**src/rtl/rgb_to_ycbcr_pkg.sv**
```systemverilog
// Shared colour-conversion constants, the 4:2:2 pair-phase type and small
// fixed-point helpers used by the RGB -> BT.601 YCbCr pipeline.
package rgb_to_ycbcr_pkg;

  localparam int YCC_KR_Y  = 66;
  localparam int YCC_KG_Y  = 129;
  localparam int YCC_KB_Y  = 25;
  localparam int YCC_K_38  = 38;
  localparam int YCC_K_74  = 74;
  localparam int YCC_K_112 = 112;
  localparam int YCC_K_94  = 94;
  localparam int YCC_K_18  = 18;
  localparam int YCC_OFS_Y = 4096;
  localparam int YCC_OFS_C = 32768;

  localparam logic [7:0] Y_MIN = 8'd16;
  localparam logic [7:0] Y_MAX = 8'd235;
  localparam logic [7:0] C_MIN = 8'd16;
  localparam logic [7:0] C_MAX = 8'd240;

  localparam int SYNC_DEPTH = 5;

  typedef enum logic {
    PHASE_EVEN = 1'b0,
    PHASE_ODD  = 1'b1
  } phase_t;

  // Unsigned 8b sample times a small constant coefficient, 18b result.
  function automatic logic [17:0] mul_k(input logic [7:0] a, input int k);
    return 18'(a) * 18'(k);
  endfunction

  function automatic logic [7:0] clamp_u8(input logic [17:0] v,
                                          input logic [7:0]  lo,
                                          input logic [7:0]  hi);
    logic [7:0] res;
    if (v < 18'(lo))
      res = lo;
    else if (v > 18'(hi))
      res = hi;
    else
      res = v[7:0];
    return res;
  endfunction

  // Round-half-up average of two 8b values.
  function automatic logic [7:0] avg_u8(input logic [7:0] a, input logic [7:0] b);
    logic [8:0] s;
    s = {1'b0, a} + {1'b0, b} + 9'd1;
    return 8'(s >> 1);
  endfunction

endpackage

```
**src/rtl/rgb_to_ycbcr_chroma_422_pack.sv**
```systemverilog
// 4:2:2 chroma packer: tracks pair phase of the pixel in S4, averages Cb of a
// pixel pair on the even pixel and Cr on the odd one, and registers o_c.
module chroma_422_pack
  import rgb_to_ycbcr_pkg::*;
#(
  parameter int CHROMA_422 = 1
) (
  input  logic       clk,
  input  logic       rst_n,
  input  logic [7:0] s3_cb,
  input  logic       s3_en,
  input  logic [7:0] s4_cb,
  input  logic [7:0] s4_cr,
  input  logic       s4_en,
  output logic [7:0] c_8b
);

  phase_t     phase_q, phase_d;
  logic [7:0] cr_hold_q, cr_hold_d;
  logic [7:0] c_q, c_d;

  always_ff @(posedge clk or negedge rst_n) begin
    if (!rst_n) begin
      phase_q   <= PHASE_EVEN;
      cr_hold_q <= 8'd0;
      c_q       <= 8'd0;
    end else begin
      phase_q   <= phase_d;
      cr_hold_q <= cr_hold_d;
      c_q       <= c_d;
    end
  end

  // The S3 pixel is odd only when it directly follows an even valid pixel in S4.
  always_comb begin
    phase_d   = PHASE_EVEN;
    cr_hold_d = cr_hold_q;
    c_d       = s4_cb;
    if (s3_en && s4_en && (phase_q == PHASE_EVEN))
      phase_d = PHASE_ODD;
    if ((CHROMA_422 != 0) && s4_en) begin
      if (phase_q == PHASE_EVEN) begin
        cr_hold_d = s4_cr;
        c_d       = s3_en ? avg_u8(s4_cb, s3_cb) : s4_cb;
      end else begin
        c_d = avg_u8(cr_hold_q, s4_cr);
      end
    end
  end

  assign c_8b = c_q;

endmodule

```
**src/rtl/rgb_to_ycbcr.sv**
```systemverilog
// RGB888 -> BT.601 studio-range YCbCr, 1 pixel/clk, 5-cycle latency on every
// output, with sync/enable delayed alongside and optional 4:2:2 chroma.
module rgb_to_ycbcr
  import rgb_to_ycbcr_pkg::*;
#(
  parameter int CHROMA_422 = 1,
  parameter int ROUND      = 1
) (
  input  logic       clk,
  input  logic       rst_n,
  input  logic [7:0] i_r_8b,
  input  logic [7:0] i_g_8b,
  input  logic [7:0] i_b_8b,
  input  logic       i_h_sync,
  input  logic       i_v_sync,
  input  logic       i_data_en,
  output logic [7:0] o_y_8b,
  output logic [7:0] o_cb_8b,
  output logic [7:0] o_cr_8b,
  output logic [7:0] o_c_8b,
  output logic       o_h_sync,
  output logic       o_v_sync,
  output logic       o_data_en
);

  localparam logic [17:0] RND_VAL = (ROUND != 0) ? 18'd128 : 18'd0;

  logic [17:0] prod_y_r, prod_y_g, prod_y_b;
  logic [17:0] prod_cb_r, prod_cb_g, prod_cb_b;
  logic [17:0] prod_cr_r, prod_cr_g, prod_cr_b;

  logic [17:0] y_sum, cb_pos, cb_neg, cr_pos, cr_neg;

  logic [7:0] y_s3, cb_s3, cr_s3;
  logic [7:0] y_s4, cb_s4, cr_s4;
  logic [7:0] y_q, cb_q, cr_q;

  logic [SYNC_DEPTH-1:0] hs_sr, vs_sr, de_sr;

  // S1: coefficient products.
  always_ff @(posedge clk or negedge rst_n) begin
    if (!rst_n) begin
      prod_y_r  <= 18'd0;
      prod_y_g  <= 18'd0;
      prod_y_b  <= 18'd0;
      prod_cb_r <= 18'd0;
      prod_cb_g <= 18'd0;
      prod_cb_b <= 18'd0;
      prod_cr_r <= 18'd0;
      prod_cr_g <= 18'd0;
      prod_cr_b <= 18'd0;
    end else begin
      prod_y_r  <= mul_k(i_r_8b, YCC_KR_Y);
      prod_y_g  <= mul_k(i_g_8b, YCC_KG_Y);
      prod_y_b  <= mul_k(i_b_8b, YCC_KB_Y);
      prod_cb_r <= mul_k(i_r_8b, YCC_K_38);
      prod_cb_g <= mul_k(i_g_8b, YCC_K_74);
      prod_cb_b <= mul_k(i_b_8b, YCC_K_112);
      prod_cr_r <= mul_k(i_r_8b, YCC_K_112);
      prod_cr_g <= mul_k(i_g_8b, YCC_K_94);
      prod_cr_b <= mul_k(i_b_8b, YCC_K_18);
    end
  end

  // S2: positive and negative sums kept apart so every value stays unsigned.
  always_ff @(posedge clk or negedge rst_n) begin
    if (!rst_n) begin
      y_sum  <= 18'd0;
      cb_pos <= 18'd0;
      cb_neg <= 18'd0;
      cr_pos <= 18'd0;
      cr_neg <= 18'd0;
    end else begin
      y_sum  <= prod_y_r + prod_y_g + prod_y_b + 18'(YCC_OFS_Y) + RND_VAL;
      cb_pos <= prod_cb_b + 18'(YCC_OFS_C) + RND_VAL;
      cb_neg <= prod_cb_r + prod_cb_g;
      cr_pos <= prod_cr_r + 18'(YCC_OFS_C) + RND_VAL;
      cr_neg <= prod_cr_g + prod_cr_b;
    end
  end

  // S3: subtract, scale down and clamp to the studio range.
  always_ff @(posedge clk or negedge rst_n) begin
    if (!rst_n) begin
      y_s3  <= 8'd0;
      cb_s3 <= 8'd0;
      cr_s3 <= 8'd0;
    end else begin
      y_s3  <= clamp_u8(y_sum >> 8, Y_MIN, Y_MAX);
      cb_s3 <= clamp_u8((cb_pos - cb_neg) >> 8, C_MIN, C_MAX);
      cr_s3 <= clamp_u8((cr_pos - cr_neg) >> 8, C_MIN, C_MAX);
    end
  end

  // S4 hold stage and output registers; S4 lets the packer see the next pixel.
  always_ff @(posedge clk or negedge rst_n) begin
    if (!rst_n) begin
      y_s4  <= 8'd0;
      cb_s4 <= 8'd0;
      cr_s4 <= 8'd0;
      y_q   <= 8'd0;
      cb_q  <= 8'd0;
      cr_q  <= 8'd0;
    end else begin
      y_s4  <= y_s3;
      cb_s4 <= cb_s3;
      cr_s4 <= cr_s3;
      y_q   <= y_s4;
      cb_q  <= cb_s4;
      cr_q  <= cr_s4;
    end
  end

  always_ff @(posedge clk or negedge rst_n) begin
    if (!rst_n) begin
      hs_sr <= '0;
      vs_sr <= '0;
      de_sr <= '0;
    end else begin
      hs_sr <= {hs_sr[SYNC_DEPTH-2:0], i_h_sync};
      vs_sr <= {vs_sr[SYNC_DEPTH-2:0], i_v_sync};
      de_sr <= {de_sr[SYNC_DEPTH-2:0], i_data_en};
    end
  end

  chroma_422_pack #(
    .CHROMA_422 (CHROMA_422)
  ) u_chroma_422_pack (
    .clk   (clk),
    .rst_n (rst_n),
    .s3_cb (cb_s3),
    .s3_en (de_sr[2]),
    .s4_cb (cb_s4),
    .s4_cr (cr_s4),
    .s4_en (de_sr[3]),
    .c_8b  (o_c_8b)
  );

  assign o_y_8b    = y_q;
  assign o_cb_8b   = cb_q;
  assign o_cr_8b   = cr_q;
  assign o_h_sync  = hs_sr[SYNC_DEPTH-1];
  assign o_v_sync  = vs_sr[SYNC_DEPTH-1];
  assign o_data_en = de_sr[SYNC_DEPTH-1];

endmodule

```
**config.mk**
```make
export PLATFORM = sky130hd
export DESIGN_NAME = rgb_to_ycbcr
export DESIGN_NICKNAME = d
export VERILOG_FILES = /design/src/rtl/rgb_to_ycbcr_pkg.sv /design/src/rtl/rgb_to_ycbcr_chroma_422_pack.sv /design/src/rtl/rgb_to_ycbcr.sv
export SDC_FILE = /design/constraint.sdc
export NUM_CORES = 1
export LEC_CHECK = 0
export CORE_MARGIN = 1.5
export CORE_UTILIZATION = 62
export DETAILED_ROUTE_END_ITERATION = 8
export PLACE_DENSITY = 0.86
export SYNTH_ARGS = -nofsm -noshare
export SYNTH_HDL_FRONTEND = slang
export SYNTH_HIERARCHICAL = 1
export SYNTH_SLANG_ARGS = --single-unit
export TNS_END_PERCENT = 10
```
**constraint.sdc**
```tcl
create_clock -name clk -period 3.5 [get_ports clk]
set_input_delay 0.875 -clock clk [delete_from_list [all_inputs] [get_ports clk]]
set_output_delay 0.875 -clock clk [all_outputs]
set_load 0.01 [all_outputs]
```
# [Yosys cells after proc, flatten, opt, wreduce, memory -nomap -nowiden]
# Index checks and enable logic that the tools add are counted.
[word_totals] register_bits=308 inputBits=29 out_inout_bits=35 elab_cells=74
[op_classes] n_addsub=16 multipliers=9 order_cmp=6 muxes=10 bitwise=1 reduce_logical=3
[ops] cell="$mux 8" n=9
[ops] cell="$mul 8x6->14 const B" n=3
[ops] cell="$add 17x8->18 const B" n=2
[ops] cell="$sub 18x16->18" n=2
[ops] cell="$add 15x16->17 const B" n=2
[ops] cell="$gt 10x8->1 const B" n=3
[ops] cell="$lt 10x5->1 const B" n=3
[ops] cell="$mul 8x5->13 const B" n=2
[ops] cell="$mul 8x3->11 const B" n=2
[ops] cell="$add 17x13->18" n=1
[ops] cell="$add 18x13->18 const B" n=1
[ops] cell="$add 18x8->18 const B" n=1
[ops] cell="$add 8x8->9" n=2
[ops] cell="$add 9x1->9 const B" n=2
[ops] cell="$add 15x16->17" n=1
[ops] cell="$add 14x15->16" n=1
[ops] cell="$add 15x13->16" n=1
[ops] cell="$mul 8x8->16 const B" n=1
[ops] cell="$mul 8x4->12 const B" n=1
[ops] cell="$logic_and 1x1->1" n=2
[ops] cell="$reduce_and 2->1" n=1
[ops] cell="$mux 1" n=1
[ops] cell="$not 1->1" n=1

# [Longest topological paths before layout]
# Gate-level depths: netlist (run 1).
[depth] depth_word=5 ltp_mapped=16 depth_no_buf=16

# [Modules after synthesis]
# Netlist (run 1), hierarchy kept.
[modules_own_cells] mod="rgb_to_ycbcr" n_inst=1 cells_per_inst=1229 area_each_um2=14493.9 seq_area_each_um2=6506.2
[modules_own_cells] mod="chroma_422_pack" n_inst=1 cells_per_inst=136 area_each_um2=1280.0 seq_area_each_um2=425.4

# [Least setup slack after synthesis (run 1)]
# No wires, ideal clock.
[synth_path] path_type="input-to-reg" from="input i_g_8b[2]" to="register prod_cr_g[14]" setup_time_ns=0.124 arrival_ns=4.040 t_required_ns=3.376 path_slack_ns=-0.664 path_stages=14 n_path_buf=0 cell_sequence="inv_1 fa_1 inv_1 ha_1 fa_1 fa_1 a21o_1 a21oi_1 o21bai_1 a21oi_1 o21bai_1 a21oi_1 nor4b_1 a211o_1"
[synth_between] elab_chain_len=1
[synth_lines] item="start, declared" line_no="rgb_to_ycbcr.sv:12" text="input logic [7:0] i_g_8b,"
[synth_lines] item="$mul 8x6->14" line_no="rgb_to_ycbcr_pkg.sv:30" text="return 18'(a) * 18'(k);"
[synth_lines] item="end signal, assigned" line_no="rgb_to_ycbcr.sv:60" text="prod_cr_g <= mul_k(i_g_8b, YCC_K_94);"
[synth_lines] item="end, declared" line_no="rgb_to_ycbcr.sv:30" text="logic [17:0] prod_cr_r, prod_cr_g, prod_cr_b;"
# Every way passes these cells.
# A chain may end at the register's enable or synchronous reset.

# [Worst setup path after layout (run 1)]
[layout_path] from="input i_g_8b[6]" to="register prod_cr_g[11]"
# The elaborated chain is that of the path after synthesis.

==> summary.md, run 1 <==
| Metric | Value |
|---|---|
| Die width | `163 um` |
| Seq/Total Area, Yosys | `43.9%` |
| Synthesized area | `15800 um^2` |
| Slew margin rel. | `39.7%` |
| Layout Area Growth over Synthesis | `19.9%` |
| Mux contribution to synthesized area | `0.825%` |
| Synth Warn # | `6` |
| Peak Freq | `0.281 GHz` |
| Static Leak | `9.48 nW` |
| Fin. Hold Viols | `0` |
| Cell family with most CP delay | `adder cells` |
| Avg Cell Area, Syn | `11.6 um^2` |
| Worst R2R Start | `prod_cr_b[4]` |
| Post-Layout Cell Count | `1926` |
| Placed cells | `1864` |
| Largest family of logic cells by synthesized area | `adder cells` |
| Post-synth EDFFs | `0` |
| R2R setup slack | `220 ps` |
| Row count | `58` |
| Drt wl/cell | `18.1 um` |
| Outcome | `finished with violations` |
| Failing checks | `setup timing` |
| DR vias/cell | `5.61` |
| Fin Setup TNS | `-62.8 ps` |
| Post-synthesis cell count | `1365` |
| Hold Path Depth | `0` |
| Power Internal | `10.1 mW` |
| Initial antenna violation count | `0` |
| Remaining Overflow, GRT | `0` |
| Final Max Slew Viols | `0` |
| Synthesis-stage register bit count | `277` |
| Maximum number of pins on one net before global-route repair | `93` |
| Clock power share | `19.3%` |
| Clk pin slew, worst setup/hold paths | `60 ps` |
| Ratio of cells with drive above 1 in the final layout | `15.8%` |
| First-pass GRT wire length | `57.1 mm` |
| Synth Area in Simple Gates | `7.04%` |
| Synth Area in XOR/XNOR | `6.71%` |
| Primary FF master, synth | `dfrtp_1` |
| I/O Buffers | `63` |
| I/O Pins | `64` |
| Max stage delay on crit path | `540 ps` |
| Initial DRC count | `786` |
| Root Driver | `clkbuf_16` |
| Combinational Power Share | `50.4%` |
| Post-route setup slack | `-53.8 ps` |
| CTS tree | `built` |
| R2r endpoint | `y_sum[16]` |
| Final Setup Violations | `2` |
| Flop pwr share | `30.4%` |
| Hold Path Class | `reg -> reg` |
| Final instance area | `18900 um^2` |
| Crit path launch type | `input port` |
| DP Wirelength | `24.6 mm` |
| Residual DRC | `0` |
| Worst setup path category | `in -> reg` |
| Critical Path AT | `3970 ps` |
| TritonCTS Sinks | `277` |
| Slew @ Worst Pin | `903 ps` |
| Sw Share | `38.3%` |
| Post-synthesis adder-cell area fraction | `26.3%` |
| Height of the die | `163 um` |
| Vias in the first global route | `11.8k` |
| RD Place Congestion | `0.892` |
| Global-route total usage across every layer | `27.7%` |
| Area of placed instances | `17700 um^2` |
| Peak supply drop | `0.596 mV` |
| Via count | `10.8k` |
| Synth cell types | `74` |
| Hold buffers post-CTS | `0` |
| Worst path slowest cell | `fa_1` |
| Utilization after layout | `75.3%` |
| Critical path cell sequence | `buf_2 > inv_2 > fa_1 > inv_1 > fa_1 > inv_1 > fa_1 > inv_2 > ha_4 > inv_2 > o21bai_4 > a21oi_2 > o21bai_1 > a21oi_2 > buf_4 > buf_4 > xnor2_2` |
| Fin Clk Skew | `10.1 ps` |
| Asr flop ratio synth | `100%` |
| Die ar. | `26400 um^2` |
| Worst Hold End | `o_y_8b[2]` |
| Hold path start | `y_s4[2]` |
| Initial Util | `62.8%` |
| Core area | `25100 um^2` |
| PwrDens | `866 nW/um^2` |
| Max-cap violations | `0` |
| Cts bufs inserted | `29` |
| DR pass1 iterations | `7` |
| Hold slack | `347 ps` |
| Crit Path Max Fanout | `3` |
| Final WL | `34.9 mm` |
| Routed Antenna Nets | `0` |
| Crit. End Element | `flip-flop` |
| CP required | `3920 ps` |
| Fin crit period | `3550 ps` |
| Cells on worst reg2reg path | `13` |
| Number of buffers and inverters on the critical path | `8` |
| Final Net Count | `1898` |
| Clock Tree Buf Depth | `3` |
| Skew-Pair Late Insertion Delay | `540 ps` |
| Syn_nets | `1688` |
| Ant. Diodes | `0` |
| RSZ-0062 raised after global routing | `yes` |
| Switching power | `6.27 mW` |
| Period utilization | `102%` |
| Complex-gate fraction of the synthesized area | `10.0%` |
| # H-tree levels | `1` |
## area by class of cell
type	count	area (um^2)
sequential	277	6930
clock inverter	15	189
multi-input combinational	873	8200
tap	330	413
inverter	207	781
clock buffer	37	796
fill	1514	6200
timing repair buffer	187	1600
## logic make-up (layout without fill, tap and decap cells)
logic type	after synthesis	after routing
AO/OA/AOI/OAI	235	235
XOR/XNOR	120	120
adder cells (fa/ha/maj)	294	294
buffers and inverters	215	446
flip-flops	277	277
multiplexers	12	12
AND/OR/NAND/NOR	212	212
## metal layers
metal,vias up,GRT usage (%),part of all wire (%)
met2,330,53.0,54
met4,0,13.2,4.9
met5,-,0,0
met3,112,3.39,4.1
met1,5377,30.3,37
li1,4995,-,-
## worst max-delay path by stage
stage | startpoint | end | slack (ps) | cells after the start
2_1_floorplan | i_g_8b[2] | prod_cr_g[14] | -350 | 14
3_3_place_gp | i_g_8b[3] | prod_cr_g[13] | -940 | 15
3_5_place_dp | i_g_8b[2] | prod_cr_g[13] | -1130 | 15
4_1_cts | i_g_8b[2] | prod_cr_g[14] | 4 | 16
5_1_grt | i_g_8b[6] | prod_cr_g[14] | -160 | 16
6_report | i_g_8b[6] | prod_cr_g[11] | -50 | 17
## worst register-to-register path, stage by stage (launching register included)
cell and delay (ps):
dfrtp_1 400, inv_1 90, fa_1 510, inv_1 50, ha_1 280, ha_1 290
nand4b_1 110, a21oi_1 90, o31ai_2 230, a21oi_1 190, o41ai_2 330, o2111ai_1 260
a21oi_2 230, xnor2_1 140
## registers in the layout, summed over array words and instances (netlist names), 9 cells and up
| name | count |
|---|---|
| prod_cr_b | 12 |
| cb_neg | 15 |
| prod_cr_r | 11 |
| prod_cb_r | 11 |
| cr_neg | 14 |
| y_sum | 11 |
| prod_cr_g | 14 |
| prod_cb_g | 13 |
| prod_cb_b | 10 |
| prod_y_g | 14 |
| prod_y_b | 9 |
| cb_pos | 13 |
| prod_y_r | 13 |
| cr_pos | 13 |
## stage by stage
step / setup WS, ps / power [mW]
2_1_floorplan: -348 / 10.3
3_3_place_gp: -937 / 12.3
3_5_place_dp: -1130 / 12.7
4_1_cts: 3.51 / 16.2
5_1_grt: -164 / 17.4
6_report: -53.8 / 16.4
## timing repair
item | 4_1_cts | 5_1_grt
resized for setup | 45 | 18
buffers inserted | 10 | 0
pin swaps | 27 | 9
setup endpoints to repair | 11 | 15
## Yosys cell counts, types with 8 or more instances
library cell	instances	area, um^2
nor2b_1	15	93.8
nand2b_1	8	50.1
xor2_1	30	263
nand2_1	51	191
and3_1	10	62.6
xnor2_1	89	780
nand3_1	25	125
o21ai_0	41	205
a21oi_1	73	365
mux2_2	8	90.1
nor2_1	48	180
inv_1	207	777
o21a_1	15	113
fa_1	62	1240
dfrtp_1	277	6930
nor3_1	17	85.1
a31oi_1	10	62.6
a21o_1	23	173
o21bai_1	22	165
ha_1	232	2900
## power by group through the flow
stage | clock network, mW | logic, mW | registers [mW]
floorplan | 0 | 5.38 | 4.89
global placement | 0 | 7.33 | 4.95
detailed placement | 0 | 7.75 | 5.00
CTS | 3.20 | 8.08 | 4.97
global route | 3.34 | 9.01 | 5.07
finish | 3.15 | 8.25 | 4.97
## cell usage in the layout, fill, tap and decap left out, types with 15 or more instances in the layout
cell / count
dfrtp_1: 277
ha_1: 224
inv_1: 196
buf_4: 122
xnor2_1: 88
a21oi_1: 64
fa_1: 61
clkdlybuf4s50_1: 52
nand2_1: 51
nor2_1: 48
o21ai_0: 39
xor2_1: 30
clkbuf_16: 29
nand3_1: 25
a21o_1: 23
o21bai_1: 21
nor3_1: 17
nor2b_1: 15
o21a_1: 15
Note: power is estimated with default switching activity, not from simulation.
==> run 2: changes to the inputs <==
CAP_MARGIN = 20   (was not set)
==> results of run 2 <==
The final DEF is identical to that of run 1; final timing and power are the same.
==> run 3: changes to the inputs <==
ABC_AREA = 0   (was not set)
==> results of run 3 <==
The final DEF is identical to that of run 1; final timing and power are the same.
